### src/rtl/simon_stream_if.sv
// -----------------------------------------------------------------------------
// simon_stream_if
//   Byte-stream front end for the SIMON iterative encryption core. Key and
//   plaintext words arrive on a narrow valid/ready stream and are packed
//   little-endian into wide registers. The block then runs the core's
//   newData/readData handshake, captures the ciphertext and serialises it,
//   low word first, onto a valid/ready output stream.
//
// Ports
//   clk, nR            clock (rising edge), asynchronous active-low reset
//   din/dinKey/dinValid/dinReady   input stream (dinKey=1: key word)
//   dout/doutValid/doutReady       ciphertext output stream
//   keyErr             sticky: key word accepted after the core stored a key
//   busy               high in every state except IDLE
//   newData/readData   start request / result consumed, to the core
//   plain/key          plaintext and key to the core (key[0] = first round key)
//   doneData/doneKey/cipher        status and result from the core
// -----------------------------------------------------------------------------
module simon_stream_if #(
    parameter int N = 16,
    parameter int M = 4,
    parameter int T = 32,
    parameter int W = 8
) (
    input  logic             clk,
    input  logic             nR,
    input  logic [W-1:0]     din,
    input  logic             dinKey,
    input  logic             dinValid,
    output logic             dinReady,
    output logic [W-1:0]     dout,
    output logic             doutValid,
    input  logic             doutReady,
    output logic             keyErr,
    output logic             busy,
    output logic             newData,
    output logic             readData,
    output logic [2*N-1:0]   plain,
    output logic [M*N-1:0]   key,
    input  logic             doneData,
    input  logic             doneKey,
    input  logic [2*N-1:0]   cipher
);

    localparam int KEY_WORDS = (M * N) / W;
    localparam int PT_WORDS  = (2 * N) / W;
    localparam int KCW       = (KEY_WORDS > 1) ? $clog2(KEY_WORDS) : 1;
    localparam int PCW       = (PT_WORDS > 1) ? $clog2(PT_WORDS) : 1;
    localparam logic [KCW-1:0] KEY_LAST = KCW'(KEY_WORDS - 1);
    localparam logic [PCW-1:0] PT_LAST  = PCW'(PT_WORDS - 1);

    // T only matters for the core's latency; here it is just sanity-checked.
    if ((T < 1) || (((2 * N) % W) != 0) || (((M * N) % W) != 0)) begin : g_bad_params
        $error("simon_stream_if: illegal parameter set");
    end

    typedef enum logic [2:0] {IDLE, ISSUE, ARM, RUN, CAPT, SEND} state_e;

    state_e           state_q, state_d;
    logic [KCW-1:0]   key_cnt_q, key_cnt_d;
    logic [PCW-1:0]   plain_cnt_q, plain_cnt_d;
    logic [PCW-1:0]   out_cnt_q, out_cnt_d;
    logic             key_loaded_q, key_loaded_d;
    logic             key_err_q, key_err_d;
    logic [M*N-1:0]   key_q, key_d;
    logic [2*N-1:0]   plain_q, plain_d;
    logic [2*N-1:0]   ciph_q, ciph_d;
    logic             din_acc;

    assign din_acc = dinValid & dinReady;

    // ---------------- FSM: state register ----------------
    // NOTE: clocked processes use non-blocking assignments only, so every
    // register samples the pre-edge value of every other register.
    always_ff @(posedge clk or negedge nR) begin
        if (!nR) state_q <= IDLE;
        else     state_q <= state_d;
    end

    // ---------------- FSM: next state ----------------
    always_comb begin
        state_d = state_q;
        unique case (state_q)
            IDLE:  if (din_acc && !dinKey && plain_cnt_q == PT_LAST) state_d = ISSUE;
            ISSUE: state_d = ARM;
            // A stale doneData from the previous run must drop before RUN,
            // otherwise the old ciphertext would be captured.
            ARM:   if (!doneData) state_d = RUN;
            RUN:   if (doneData) state_d = CAPT;
            CAPT:  state_d = SEND;
            SEND:  if (doutReady && out_cnt_q == PT_LAST) state_d = IDLE;
            default: state_d = IDLE;
        endcase
    end

    // ---------------- FSM: outputs ----------------
    always_comb begin
        dinReady  = 1'b0;
        newData   = 1'b0;
        readData  = 1'b0;
        doutValid = 1'b0;
        unique case (state_q)
            // Key and plaintext loads never interleave; plaintext also
            // waits until a complete key has been loaded.
            IDLE:  dinReady = (dinKey && plain_cnt_q == '0) ||
                              (!dinKey && key_cnt_q == '0 && key_loaded_q);
            ISSUE: newData   = 1'b1;
            CAPT:  readData  = 1'b1;
            SEND:  doutValid = 1'b1;
            default: ;
        endcase
    end

    assign busy   = (state_q != IDLE);
    assign dout   = ciph_q[W-1:0];
    assign plain  = plain_q;
    assign key    = key_q;
    assign keyErr = key_err_q;

    // ---------------- datapath next state ----------------
    // NOTE: every signal gets its hold value first, so no path through the
    // case statement leaves one unassigned and no latch is inferred.
    always_comb begin
        key_d        = key_q;
        plain_d      = plain_q;
        ciph_d       = ciph_q;
        key_cnt_d    = key_cnt_q;
        plain_cnt_d  = plain_cnt_q;
        out_cnt_d    = out_cnt_q;
        key_loaded_d = key_loaded_q;
        key_err_d    = key_err_q;
        unique case (state_q)
            IDLE: begin
                if (din_acc && dinKey) begin
                    key_d[int'(key_cnt_q) * W +: W] = din;
                    // The core keeps its first key schedule; flag the attempt.
                    if (doneKey) key_err_d = 1'b1;
                    if (key_cnt_q == KEY_LAST) begin
                        key_cnt_d    = '0;
                        key_loaded_d = 1'b1;
                    end else begin
                        key_cnt_d = key_cnt_q + KCW'(1);
                    end
                end else if (din_acc) begin
                    plain_d[int'(plain_cnt_q) * W +: W] = din;
                    plain_cnt_d = (plain_cnt_q == PT_LAST) ? '0 : plain_cnt_q + PCW'(1);
                end
            end
            RUN: if (doneData) ciph_d = cipher;
            SEND: begin
                if (doutReady) begin
                    ciph_d    = ciph_q >> W;
                    out_cnt_d = (out_cnt_q == PT_LAST) ? '0 : out_cnt_q + PCW'(1);
                end
            end
            default: ;
        endcase
    end

    // ---------------- datapath registers ----------------
    // NOTE: the wide data registers are reset as well: a reset shared with
    // the core must discard partial key/plaintext and leave outputs at 0.
    always_ff @(posedge clk or negedge nR) begin
        if (!nR) begin
            key_q        <= '0;
            plain_q      <= '0;
            ciph_q       <= '0;
            key_cnt_q    <= '0;
            plain_cnt_q  <= '0;
            out_cnt_q    <= '0;
            key_loaded_q <= 1'b0;
            key_err_q    <= 1'b0;
        end else begin
            key_q        <= key_d;
            plain_q      <= plain_d;
            ciph_q       <= ciph_d;
            key_cnt_q    <= key_cnt_d;
            plain_cnt_q  <= plain_cnt_d;
            out_cnt_q    <= out_cnt_d;
            key_loaded_q <= key_loaded_d;
            key_err_q    <= key_err_d;
        end
    end

endmodule

### config.mk
export PLATFORM = sky130hd
export DESIGN_NAME = simon_stream_if
export DESIGN_NICKNAME = d
export VERILOG_FILES = /design/src/rtl/simon_stream_if.sv
export SDC_FILE = /design/constraint.sdc
export NUM_CORES = 1
export LEC_CHECK = 0
export ABC_CLOCK_PERIOD_IN_PS = 2400
export BUFFER_PORTS_ARGS = -buffer_cell sky130_fd_sc_hd__buf_4
export CORE_MARGIN = 2
export CORE_UTILIZATION = 48
export DETAILED_ROUTE_END_ITERATION = 10
export PLACE_DENSITY = 0.76
export SETUP_SLACK_MARGIN = 0.4
export SLEW_MARGIN = 20
export SYNTH_ARGS = -nofsm -noshare
export SYNTH_HDL_FRONTEND = slang
export SYNTH_SLANG_ARGS = --single-unit
### constraint.sdc
create_clock -name clk -period 2.4 [get_ports clk]
set_clock_uncertainty 0.05 [all_clocks]
set_input_delay 0.12 -clock clk [delete_from_list [all_inputs] [get_ports clk]]
set_output_delay 0.12 -clock clk [all_outputs]
set_load 0.005 [all_outputs]
==> out/metrics.csv, run 1 <==
stage,metric,value,unit
clock_tree,cts_buffer_depth,2,
global_route,grt_pass1_wl,26100,µm
outcome,run_status,completed,
detailed_routing,wl_per_cell,17.3,µm
sta,period_minus_slack,1.96,ns
place,gp_congestion,0.862,
sta,report.final.hold_viol_count,0,
sta,setup_viol,0,
flow_run,maxCapViolations,0,
power_and_ir_drop,max-vdd-ir-drop,0.000509,V
detailed_routing,vias_per_cell,5.16,
clock_tree,h-tree-depth,4,
global_route,first_global_vias,5014,
final_layout,final_layout_size_suffix_gt1_share,39.6,%
global_route,grtUsageTotal,24.0,%
sta,setup-tns-final,0,ns
setup_path,worst_path_max_delay_cell,dfrtp_1,
clock_tree,cts_tree,built,
setup_path,crit_arrival,2.21,ns
sta,max_slew_margin,58.9,%
setup_path,worst_setup_path_end_kind,register,
sta,worst_pin_slew,0.617,ns
setup_path,path_cells,inv_2 > ha_4 > ha_4 > buf_4 > nor3_2 > and3_4 > mux2_2,
setup_path,cp_num_cells,7,
sta,rsz0062_at_grt,yes,
sta,fmax,509,MHz
setup_path,r2r_slack,0.44,ns
detailed_routing,routed-via-count,4917,
setup_path,critical-path-max-stage-delay,0.37,ns
detailed_routing,ant_nets,0,
place,dpl-instance-area,7630,µm²
final_layout,utilization,70.0,%
power_and_ir_drop,leakagePower,0.00454,µW
final_layout,nets,824,
hold_path,holdPathEnd,ciph_q[20],
sta,slew_viol_final,0,
sta,worst_hold_slack,0.0161,ns
clock_tree,numCtsBuffers,17,
final_layout,final_cell_mix,"181 x buf_4, 137 x dfrtp_1, 85 x nand2_1, 63 x o21ai_0, 52 x mux2_2",
die,chipHeight,118,µm
logic_synthesis,syn_area,6260,µm²
power_and_ir_drop,seqPwrFrac,45.6,%
logic_synthesis,ys_seq_area_share,56.0,%
setup_path,r2r_start,key_cnt_q[1],
setup_path,worst-path-buf-inv,2,
final_layout,syn_to_final_growth,41.7,%
setup_path,path_max_fanout,8,
logic_synthesis,synth_warnings,0,
setup_path,required,2.65,ns
power_and_ir_drop,sw_frac_of_total,20.9,%
place,port_buffers,156,
setup_path,timing.rr.end,key[28],
power_and_ir_drop,p_comb_share,4.5,%
sta,finalCritPeriodShare,81.8,%
final_layout,final_common_cell,buf_4,
global_route,grt_overflow,0,
die,core_area,12700,µm²
logic_synthesis,syn_avg_cell_area,11.2,µm²
setup_path,crit_type,reg -> reg,
place,dpl.hpwl,10900,µm
power_and_ir_drop,pwr_density_cell,585,nW/µm²
logic_synthesis,ys_ff_latch,140,
detailed_routing,finalWirelength,16500,µm
die,rows,41,
logic_synthesis,yosys.area.top_type,dfrtp_1,
logic_synthesis,syn-num-nets,614,
final_layout,finalInstanceArea,8870,µm²
power_and_ir_drop,power.internal,4100,µW
die,io_pins,157,
logic_synthesis,synth_top_area_share,56.0,%
hold_path,whs_path_depth,3,
setup_path,startpoint_type,register,
global_route,grt_max_degree,65,
hold_path,min_from,cipher[20],
detailed_routing,dr.pass1.iters,4,
detailed_routing,first_iter_violations,293,
clock_tree,clkTransAtPathRegs,0.06,ns
logic_synthesis,synthTopCellsByArea,"dfrtp_1 56%, mux2_2 11%, nand2_1 5.2%",
logic_synthesis,synthCells,557,
power_and_ir_drop,clockPowerShare,49.9,%
die,die_area,14000,µm²
die,start_util,49.4,%
setup_path,ff2ff_path_depth,7,
setup_path,cp_top_family,simple AND/OR/NAND/NOR gates,
clock_tree,cts_num_sinks,140,
power_and_ir_drop,switchingPower,1080,µW
setup_path,cpMostUsedCell,ha_4,
global_route,grt_antenna_before_repair,1,
clock_tree,clock_latency,0.42,ns
power_and_ir_drop,totalPowerFinal,5180,µW
clock_tree,cts_root_buf,clkbuf_16,
hold_path,hold_path_class,in -> reg,
die,dieWidth,118,µm
detailed_routing,route.detailed.drc,0,
logic_synthesis,synth_cell_types,42,
synth_stat cells (all sizes together):
master,number
dfrtp,140
nand2,86
o21ai,71
mux2,60
mux2i,30
inv,29
buf,27
nand3,19
and2,13
clkbuf,10
ha,10
and3,9
nor2,9
nor3,7
nor3b,7
nor2b,6
nand3b,4
and3b,3
a21o,2
nand2b,2
nand4b,2
a21boi,1
a21oi,1
and4,1
nand4,1
nor4,1
nor4b,1
o22ai,1
o31a,1
or2,1
or3,1
or3b,1
final cells by class:
type,count,area [µm²]
fillers,900,3800
repair inverters,1,8.76
inverters,29,130
diodes,1,2.50
flip-flops and latches,140,3510
clock inverters,12,148
multi-input cells,351,2590
clock buffers,20,437
well taps,172,215
repair buffers,227,1830
how the worst max path moves through the flow:
stage / startpoint / to / slack (ns)
2_1_floorplan: key_cnt_q[0] / key[16] / 0.36
3_3_place_gp: key_cnt_q[0] / key[21] / 0.18
3_5_place_dp: plain_cnt_q[0] / key[14] / 0.09
4_1_cts: state_q[0] / plain[1] / 0.38
5_1_grt: plain_cnt_q[0] / key[32] / 0.35
6_report: key_cnt_q[1] / key[28] / 0.44
power groups by stage:
stage | combinational, µW | sequential, µW | clock [µW]
floorplan | 33.1 | 2400 | 0
global placement | 169 | 2400 | 0
detailed placement | 173 | 2400 | 0
CTS | 230 | 2360 | 2630
global route | 252 | 2360 | 2730
finish | 234 | 2360 | 2590
sequential cells by signal (all words and copies together), names as in the netlist:
| name | cells |
|---|---|
| key_cnt_q | 3 |
| ciph_q | 32 |
| plain_cnt_q | 2 |
| state_q | 3 |
| keyErr | 1 |
| key_loaded_q | 1 |
| key | 64 |
| plain | 32 |
| out_cnt_q | 2 |
logic make-up (layout without fill, tap and decap cells):
group,count (synthesis),count (layout),share of synthesized area (%)
AND/OR/NAND/NOR,174,174,14.8
AO/OA/AOI/OAI,77,77,6.48
adder cells (fa/ha/maj),10,10,2.00
multiplexers,90,90,15.6
other,0,1,0
flip-flops,140,140,56.0
buffers and inverters,66,289,5.22
worst min-delay path: stages:
cell and delay (ns):
buf_4 0.08, mux2i_1 0.07, o21ai_0 0.18
metal layers:
metal | track usage (%) | part of all wire (%)
met5 | 0 | 0
met4 | 13.3 | 4.0
met3 | 5.45 | 3.8
met2 | 39.3 | 51
met1 | 29.3 | 41
per-stage QoR:
stage	std cells	setup WS, ns
after global placement	860	0.176
final	953	0.436
after CTS	943	0.382
after global routing	953	0.350
after detailed placement	860	0.0861
after floorplan	557	0.356
repair_timing:
item | in CTS | in global routing
gates cloned | 1 | 0
hold buffers | 42 | 0
setup buffers | 8 | 9
setup endpoints to repair | 106 | 78
hold endpoints to repair | 121 | 0
pin swaps | 3 | 7
resized for setup | 18 | 11
Note: power is estimated with default switching activity, not from simulation.
==> inputs of run 2 (changes only) <==
ABC_AREA = 1   (was not set)
ABC_CLOCK_PERIOD_IN_PS = 1900   (was 2400)
CORE_UTILIZATION = 53   (was 48)
PLACE_DENSITY = 0.8   (was 0.76)
clock period = 1.9 ns   (was 2.4 ns; I/O delays follow)
==> out/metrics.csv, run 2 <==
stage,metric,value,unit,change
setup_path,critical-path-max-stage-delay,0.65,ns,+0.28 ns
logic_synthesis,syn_area,6250,µm²,-0.18%
sta,slew_viol_final,0,,unchanged
detailed_routing,finalWirelength,31100,µm,+88%
global_route,grt_overflow,0,,unchanged
power_and_ir_drop,switchingPower,6680,µW,+520%
detailed_routing,routed-via-count,7472,,+52%
sta,worst_pin_slew,0.767,ns,+0.150 ns
global_route,grtUsageTotal,36.3,%,+12 points
setup_path,worst_setup_path_end_kind,register,,
logic_synthesis,synth_cell_types,24,,-43%
sta,setup-tns-final,-10.07,ns,-10.07 ns
clock_tree,h-tree-depth,4,,unchanged
logic_synthesis,synth_warnings,0,,unchanged
final_layout,syn_to_final_growth,69.3,%,
detailed_routing,wl_per_cell,27.4,µm,+58%
final_layout,nets,1037,,+26%
setup_path,cp_top_family,compound AO/OA/AOI/OAI gates,,
final_layout,num_antenna_cells,0,,-1
setup_path,path_max_fanout,40,,+32
power_and_ir_drop,totalPowerFinal,16300,µW,+210%
final_layout,final_common_cell,buf_4,,
clock_tree,cts_num_sinks,140,,unchanged
power_and_ir_drop,max-vdd-ir-drop,0.00118,V,+130%
sta,period_minus_slack,2.22,ns,+0.254 ns
logic_synthesis,ys_ff_latch,140,,unchanged
detailed_routing,route.detailed.drc,0,,unchanged
sta,worst_hold_slack,0.0475,ns,+0.0314 ns
sta,max_slew_margin,48.3,%,-11 points
place,dpl.hpwl,11500,µm,+5.4%
outcome,run_status,finished with violations,,
setup_path,startpoint_type,register,,
logic_synthesis,synth_adder_area_share,2.00,%,+0.0036 points
power_and_ir_drop,clockPowerShare,24.7,%,-25 points
clock_tree,cts_tree,built,,
flow_run,maxCapViolations,0,,unchanged
logic_synthesis,syn-num-nets,790,,+29%
die,io_pins,157,,unchanged
final_layout,final_layout_size_suffix_gt1_share,48.0,%,+8.4 points
logic_synthesis,synth_xor_area_share,0,%,unchanged
global_route,first_global_vias,6808,,+36%
detailed_routing,first_iter_violations,958,,+230%
place,gp_congestion,0.884,,+2.6%
logic_synthesis,synth-main-ff-cell,dfrtp_1,,
place,post-place-cells,1012,,+18%
power_and_ir_drop,leakagePower,0.00518,µW,+14%
logic_synthesis,synthSimpleGateAreaFrac,20.5,%,+5.8 points
clock_tree,clkTransAtPathRegs,0.06,ns,about the same
setup_path,worst_path_max_delay_cell,o21ai_0,,
global_route,grt_pass1_wl,35600,µm,+37%
clock_tree,cts_root_buf,clkbuf_16,,
place,place_ws,-0.0519,ns,-0.138 ns
final_layout,final_cell_mix,"182 x buf_4, 138 x dfrtp_1, 122 x nand2_1, 56 x inv_1, 55 x o21ai_1",,
logic_synthesis,syn_avg_cell_area,8.52,µm²,-24%
die,dieWidth,113,µm,-4.8%
sta,setup_viol,117,,+117
power_and_ir_drop,power.internal,9620,µW,+130%
sta,fin_ws,-0.318,ns,-0.754 ns
setup_path,crit_type,reg -> reg,,
detailed_routing,vias_per_cell,6.58,,+27%
detailed_routing,dr.pass1.iters,7,,+3
logic_synthesis,synth_compound_area_share,13.6,%,+7.1 points
logic_synthesis,yosys.area.top_type,dfrtp_1,,
logic_synthesis,synthTopCellsByArea,"dfrtp_1 56%, o21ai_0 11%, nand2_1 11%",,
die,die_area,12700,µm²,-9.3%
power_and_ir_drop,pwr_density_cell,1540,nW/µm²,+160%
global_route,grt_max_degree,68,,+4.6%
hold_path,hold_path_class,in -> reg,,
logic_synthesis,synth_top_area_share,56.1,%,+0.10 points
clock_tree,cts_buffer_depth,2,,unchanged
global_route,grt_antenna_before_repair,1,,unchanged
logic_synthesis,async_flop_share,100,%,unchanged
clock_tree,clock_latency,0.42,ns,about the same
outcome,violations,negative setup slack,,
logic_synthesis,synth_most_common_cell,nand2_1,,
power_and_ir_drop,seqPwrFrac,26.6,%,-19 points
sta,rsz0062_at_grt,yes,,
logic_synthesis,synthCells,733,,+32%
power_and_ir_drop,p_comb_share,48.8,%,+44 points
setup_path,required,2.21,ns,-0.44 ns
die,rows,39,,-4.9%
logic_synthesis,muxShareOfSynthArea,0.180,%,-15 points
logic_synthesis,ys_seq_area_share,56.1,%,+0.10 points
setup_path,worst-path-buf-inv,4,,+2
power_and_ir_drop,sw_frac_of_total,41.0,%,+20 points
logic_synthesis,synth_top_family_by_area,simple AND/OR/NAND/NOR gates,,
clock_tree,numCtsBuffers,17,,unchanged
logic_synthesis,synth_common_cells,"179 x nand2_1, 142 x o21ai_0, 140 x dfrtp_1",,
final_layout,largest_reg_flops,64,,unchanged
final_layout,instances_no_fill,1136,,+19%
die,core_area,11500,µm²,-9.5%
die,start_util,54.5,%,+5.1 points
detailed_routing,ant_nets,0,,unchanged
final_layout,fillCellCount,349,,-61%
logic_synthesis,synth_edf_count,0,,unchanged
setup_path,path_cells,inv_2 > buf_6 > nor3_4 > inv_1 > buf_8 > o21ai_0 > nand2_4 > o21ai_2,,
sta,fmax,451,MHz,-11%
setup_path,crit_arrival,2.52,ns,+0.31 ns
sta,finalCritPeriodShare,117,%,+35 points
sta,report.final.hold_viol_count,0,,unchanged
die,chipHeight,113,µm,-4.8%
place,port_buffers,156,,unchanged
[run 2: cell count changes in the layout (fill, tap and decap cells not counted), moves of 16 or more]
cell     before  now
nand2_2       0   39
mux2_2       52    0
nand3_1      17   33
nand2_4       1   20
nor2_4        1   23
nand2_1      85  122
mux2i_1      30    0
o21ai_0      63   31
o21ai_1       7   55
buf_6         3   30
nand3_2       2   18
inv_1        23   56
o21ai_2       0   52
[run 2: power groups by stage]
stage,registers [µW],clock network (µW),logic [µW]
after floorplan,4080,0,2890
after global placement,4110,0,4110
after detailed placement,4140,0,4260
after CTS,4140,3900,5950
after global routing,4370,4130,8240
final,4330,4020,7950
[run 2: tightest hold or removal path, cell delays in order]
cell and delay [ns]:
buf_4 0.09, nand2_1 0.05, o21ai_0 0.09, nand2_1 0.10, o21ai_4 0.06
[run 2: final timing paths]
path                            depth (start not counted)        from  slack, ns          to
worst min register to register                          1      keyErr       0.43      keyErr
worst min-delay path                                    5  cipher[17]       0.05  ciph_q[17]
worst max-delay path                                    8  state_q[0]      -0.32  ciph_q[16]
max in group asynchronous                               3          nR       0.92  ciph_q[21]
worst max register to register                          8  state_q[0]      -0.32  ciph_q[16]
min in group asynchronous                               2          nR       0.20     key[19]
[run 2: cell families after synthesis]
family	after synthesis
buffers and inverters	115
adder cells (fa/ha/maj)	10
multiplexers	1
AO/OA/AOI/OAI	165
flip-flops	140
AND/OR/NAND/NOR	302
[run 2: per-layer routing]
layer / part of all wire [%] / vias to the layer above / track usage (%)
met5: 0 / - / 0
li1: - / 2908 / -
met1: 32 / 3503 / 44.1
met2: 45 / 765 / 59.6
met3: 13 / 296 / 9.45
met4: 10 / 0 / 19.4
[run 2: timing repair]
| action | 4_1_cts | 5_1_grt |
|---|---|---|
| hold buffers | 32 | 0 |
| setup buffers | 24 | 20 |
| hold endpoints to repair | 118 | 0 |
| gates cloned | 12 | 4 |
| endpoints found under the setup margin | 137 | 144 |
| gates resized for setup | 124 | 197 |
| pin swaps | 17 | 38 |
[run 2: stage by stage]
step                area [µm²]  util (%)
finish                   10600      92.2
CTS                       9690      84.5
floorplan                 6610         -
global route             10600      92.2
global placement          7810      68.1
detailed placement        7810      68.1
[run 2: cell type report]
class | instances | area, µm² | area share [%]
sequential | 140 | 3510 | 33.1
multi-input combinational | 484 | 3350 | 31.6
timing repair buffer | 270 | 2580 | 24.4
clock buffer | 21 | 450 | 4.26
inverter | 67 | 272 | 2.57
clock inverter | 11 | 239 | 2.26
tap | 143 | 179 | 1.69
==> inputs of run 3 (changes only) <==
--- a/config.mk
+++ b/config.mk
@@ -8,8 +8,9 @@
 export ABC_AREA = 1
-export ABC_CLOCK_PERIOD_IN_PS = 1900
+export ABC_CLOCK_PERIOD_IN_PS = 2800
 export BUFFER_PORTS_ARGS = -buffer_cell sky130_fd_sc_hd__buf_4
 export CORE_MARGIN = 2
-export CORE_UTILIZATION = 53
+export CORE_UTILIZATION = 57
 export DETAILED_ROUTE_END_ITERATION = 10
-export PLACE_DENSITY = 0.8
+export PLACE_DENSITY = 0.85
+export RECOVER_POWER = 25
 export SETUP_SLACK_MARGIN = 0.4
==> constraint.sdc (replaced) <==
create_clock -name clk -period 2.8 [get_ports clk]
set_clock_uncertainty 0.05 [all_clocks]
set_input_delay 0.14 -clock clk [delete_from_list [all_inputs] [get_ports clk]]
set_output_delay 0.14 -clock clk [all_outputs]
set_load 0.01 [all_outputs]
==> out/metrics.csv, run 3 (synthesis results as in run 2) <==
stage,metric,value,unit,change
place,gp_congestion,0.850,,-3.8%
setup_path,cpMostUsedCell,inv_1,,
setup_path,timing.rr.end,key[6],,
final_layout,final_layout_size_suffix_gt1_share,23.8,%,-24 points
detailed_routing,first_iter_violations,597,,-38%
sta,worst_pin_slew,1.87,ns,+1.11 ns
sta,fmax,431,MHz,-4.5%
hold_path,hold_path_class,in -> reg,,
power_and_ir_drop,max-vdd-ir-drop,0.000475,V,-60%
sta,period_minus_slack,2.32,ns,+0.104 ns
setup_path,path_max_fanout,16,,-60%
clock_tree,cts_tree,built,,
setup_path,critical-path-max-stage-delay,0.40,ns,-0.25 ns
detailed_routing,vias_per_cell,5.65,,-14%
setup_path,cp_top_family,buffers and inverters,,
place,dpl.hpwl,11700,µm,+1.9%
detailed_routing,top_layer,met4,,
detailed_routing,wl_met3,1590,µm,-60%
die,die_area,11800,µm²,-6.8%
global_route,first_global_vias,6046,,-11%
sta,setup-tns-final,0,ns,+10.07 ns
detailed_routing,finalWirelength,19100,µm,-38%
final_layout,largest_reg_flops,64,,unchanged
sta,finalCritPeriodShare,82.9,%,-34 points
outcome,run_status,finished with violations,,
detailed_routing,route.detailed.drc,0,,unchanged
detailed_routing,routed-via-count,6073,,-19%
detailed_routing,wl_per_cell,17.8,µm,-35%
final_layout,final_common_cell,nand2_1,,
setup_path,crit_type,reg -> reg,,
die,io_pins,157,,unchanged
sta,slew_viol_final,76,,+76
setup_path,cp-endpoint,key[6],,
power_and_ir_drop,leakagePower,0.00441,µW,-15%
setup_path,required,3.17,ns,+0.96 ns
global_route,grt_antenna_before_repair,0,,-1
setup_path,path_cells,inv_1 > ha_2 > ha_1 > inv_1 > nand3_1 > nor3_2 > buf_4 > nand2_1 > o21ai_0,,
clock_tree,clock_latency,0.52,ns,+0.10 ns
die,rows,38,,-2.6%
clock_tree,numCtsBuffers,17,,unchanged
global_route,grt_max_degree,76,,+12%
die,core_area,10700,µm²,-6.3%
clock_tree,h-tree-depth,4,,unchanged
setup_path,critPathLaunch,key_cnt_q[0],,
detailed_routing,ant_nets,0,,unchanged
setup_path,worst_path_max_delay_cell,dfrtp_1,,
detailed_routing,dr.pass1.iters,6,,-1
clock_tree,cts_buffer_depth,2,,unchanged
setup_path,worst-path-buf-inv,3,,-1
setup_path,startpoint_type,register,,
setup_path,r2r_slack,0.48,ns,+0.80 ns
die,chipHeight,109,µm,-3.4%
setup_path,ff2ff_path_depth,9,,+1
clock_tree,cts_root_buf,clkbuf_8,,
sta,report.final.hold_viol_count,0,,unchanged
final_layout,syn_to_final_growth,37.2,%,
outcome,violations,"max-capacitance violations, max-slew violations",,
setup_path,crit_arrival,2.69,ns,+0.17 ns
global_route,grtUsageTotal,32.9,%,-3.4 points
setup_path,cp_num_cells,9,,+1
global_route,grt_overflow,0,,unchanged
power_and_ir_drop,pwr_density_cell,916,nW/µm²,-41%
power_and_ir_drop,totalPowerFinal,7860,µW,-52%
detailed_routing,routedLengthMet1,6960,µm,-29%
setup_path,r2r_start,key_cnt_q[0],,
detailed_routing,dr_wl_met2,9750,µm,-31%
sta,setup_viol,0,,-100%
clock_tree,clkTransAtPathRegs,0.06,ns,about the same
global_route,grt_pass1_wl,29600,µm,-17%
final_layout,final_cell_mix,"176 x nand2_1, 170 x buf_4, 142 x o21ai_0, 140 x dfrtp_1, 64 x inv_1",,
final_layout,num_antenna_cells,0,,unchanged
sta,rsz0062_at_grt,yes,,
setup_path,worst_setup_path_end_kind,register,,
final_layout,nets,981,,-5.4%
flow_run,maxCapViolations,1,,+1
die,dieWidth,109,µm,-3.4%
place,port_buffers,156,,unchanged
clock_tree,cts_num_sinks,140,,unchanged
final_layout,finalInstanceArea,8580,µm²,-19%
sta,max_slew_margin,-25.0,%,-73 points
die,start_util,58.2,%,+3.7 points
place,dpl-instance-area,7470,µm²,-4.3%
[run 3: cell types whose count changed in the layout (fill, tap and decap cells not counted), moves of 16 or more]
cell / change
nand2_1: +54
o21ai_2: -52
nor2_4: -19
nand3_2: -16
nor2_1: +23
nand2_4: -20
nand3_1: +24
buf_6: -30
o21ai_1: -55
nand2_2: -35
o21ai_0: +111
[run 3: per-stage QoR]
step,utilization (%),setup slack [ns],cells,hold WS [ns]
after floorplan,-,0.517,733,-0.206
after global placement,69.6,0.590,995,0.142
after detailed placement,69.6,0.447,995,0.155
after CTS,79.1,0.406,1070,0.0573
after global routing,79.8,0.218,1074,0.103
final,79.8,0.478,1074,0.0669
[run 3: worst min path at each step]
stage	slack (ns)	startpoint	endpoint	depth (start not counted)
after detailed placement	0.15	nR	ciph_q[18]	1
after global placement	0.14	nR	ciph_q[18]	1
final	0.07	dinValid	state_q[0]	5
after floorplan	-0.21	nR	ciph_q[0]	0
after global routing	0.10	dinValid	state_q[0]	5
after CTS	0.06	dinValid	state_q[0]	5
[run 3: timing repair]
action / CTS / global route
resized for setup: 0 / 15
buffers inserted: 0 / 3
setup endpoints to repair: 0 / 64
hold buffers: 46 / 0
endpoints found under the hold margin: 182 / 0
[run 3: report_power, final]
| group | switching, µW | total (µW) | leakage, µW | internal, µW |
|---|---|---|---|---|
| logic | 1840 | 2870 | 0.00232 | 1030 |
| clock network | 840 | 2190 | 0.000270 | 1350 |
| registers | 281 | 2800 | 0.00182 | 2520 |
| total | 2960 | 7860 | 0.00441 | 4900 |
[run 3: worst register-to-register path, cell delays in order, from the launching register on]
cell	delay, ns
dfrtp_1	0.40
inv_1	0.18
ha_2	0.21
ha_1	0.25
inv_1	0.32
nand3_1	0.18
nor3_2	0.22
buf_4	0.23
nand2_1	0.08
o21ai_0	0.11
[run 3: area by class of cell]
type | instances | area [µm²]
clock buffers | 19 | 422
clock inverters | 10 | 145
fillers | 676 | 2170
inverters | 67 | 255
multi-input cells | 479 | 2320
flip-flops and latches | 140 | 3500
well taps | 140 | 175
repair buffers | 219 | 1750
[run 3: metal layers]
| layer | track usage, % | up-vias |
|---|---|---|
| li1 | - | 2769 |
| met1 | 38.0 | 2921 |
| met2 | 55.9 | 311 |
| met3 | 8.13 | 72 |
| met4 | 18.9 | 0 |
| met5 | 0 | - |
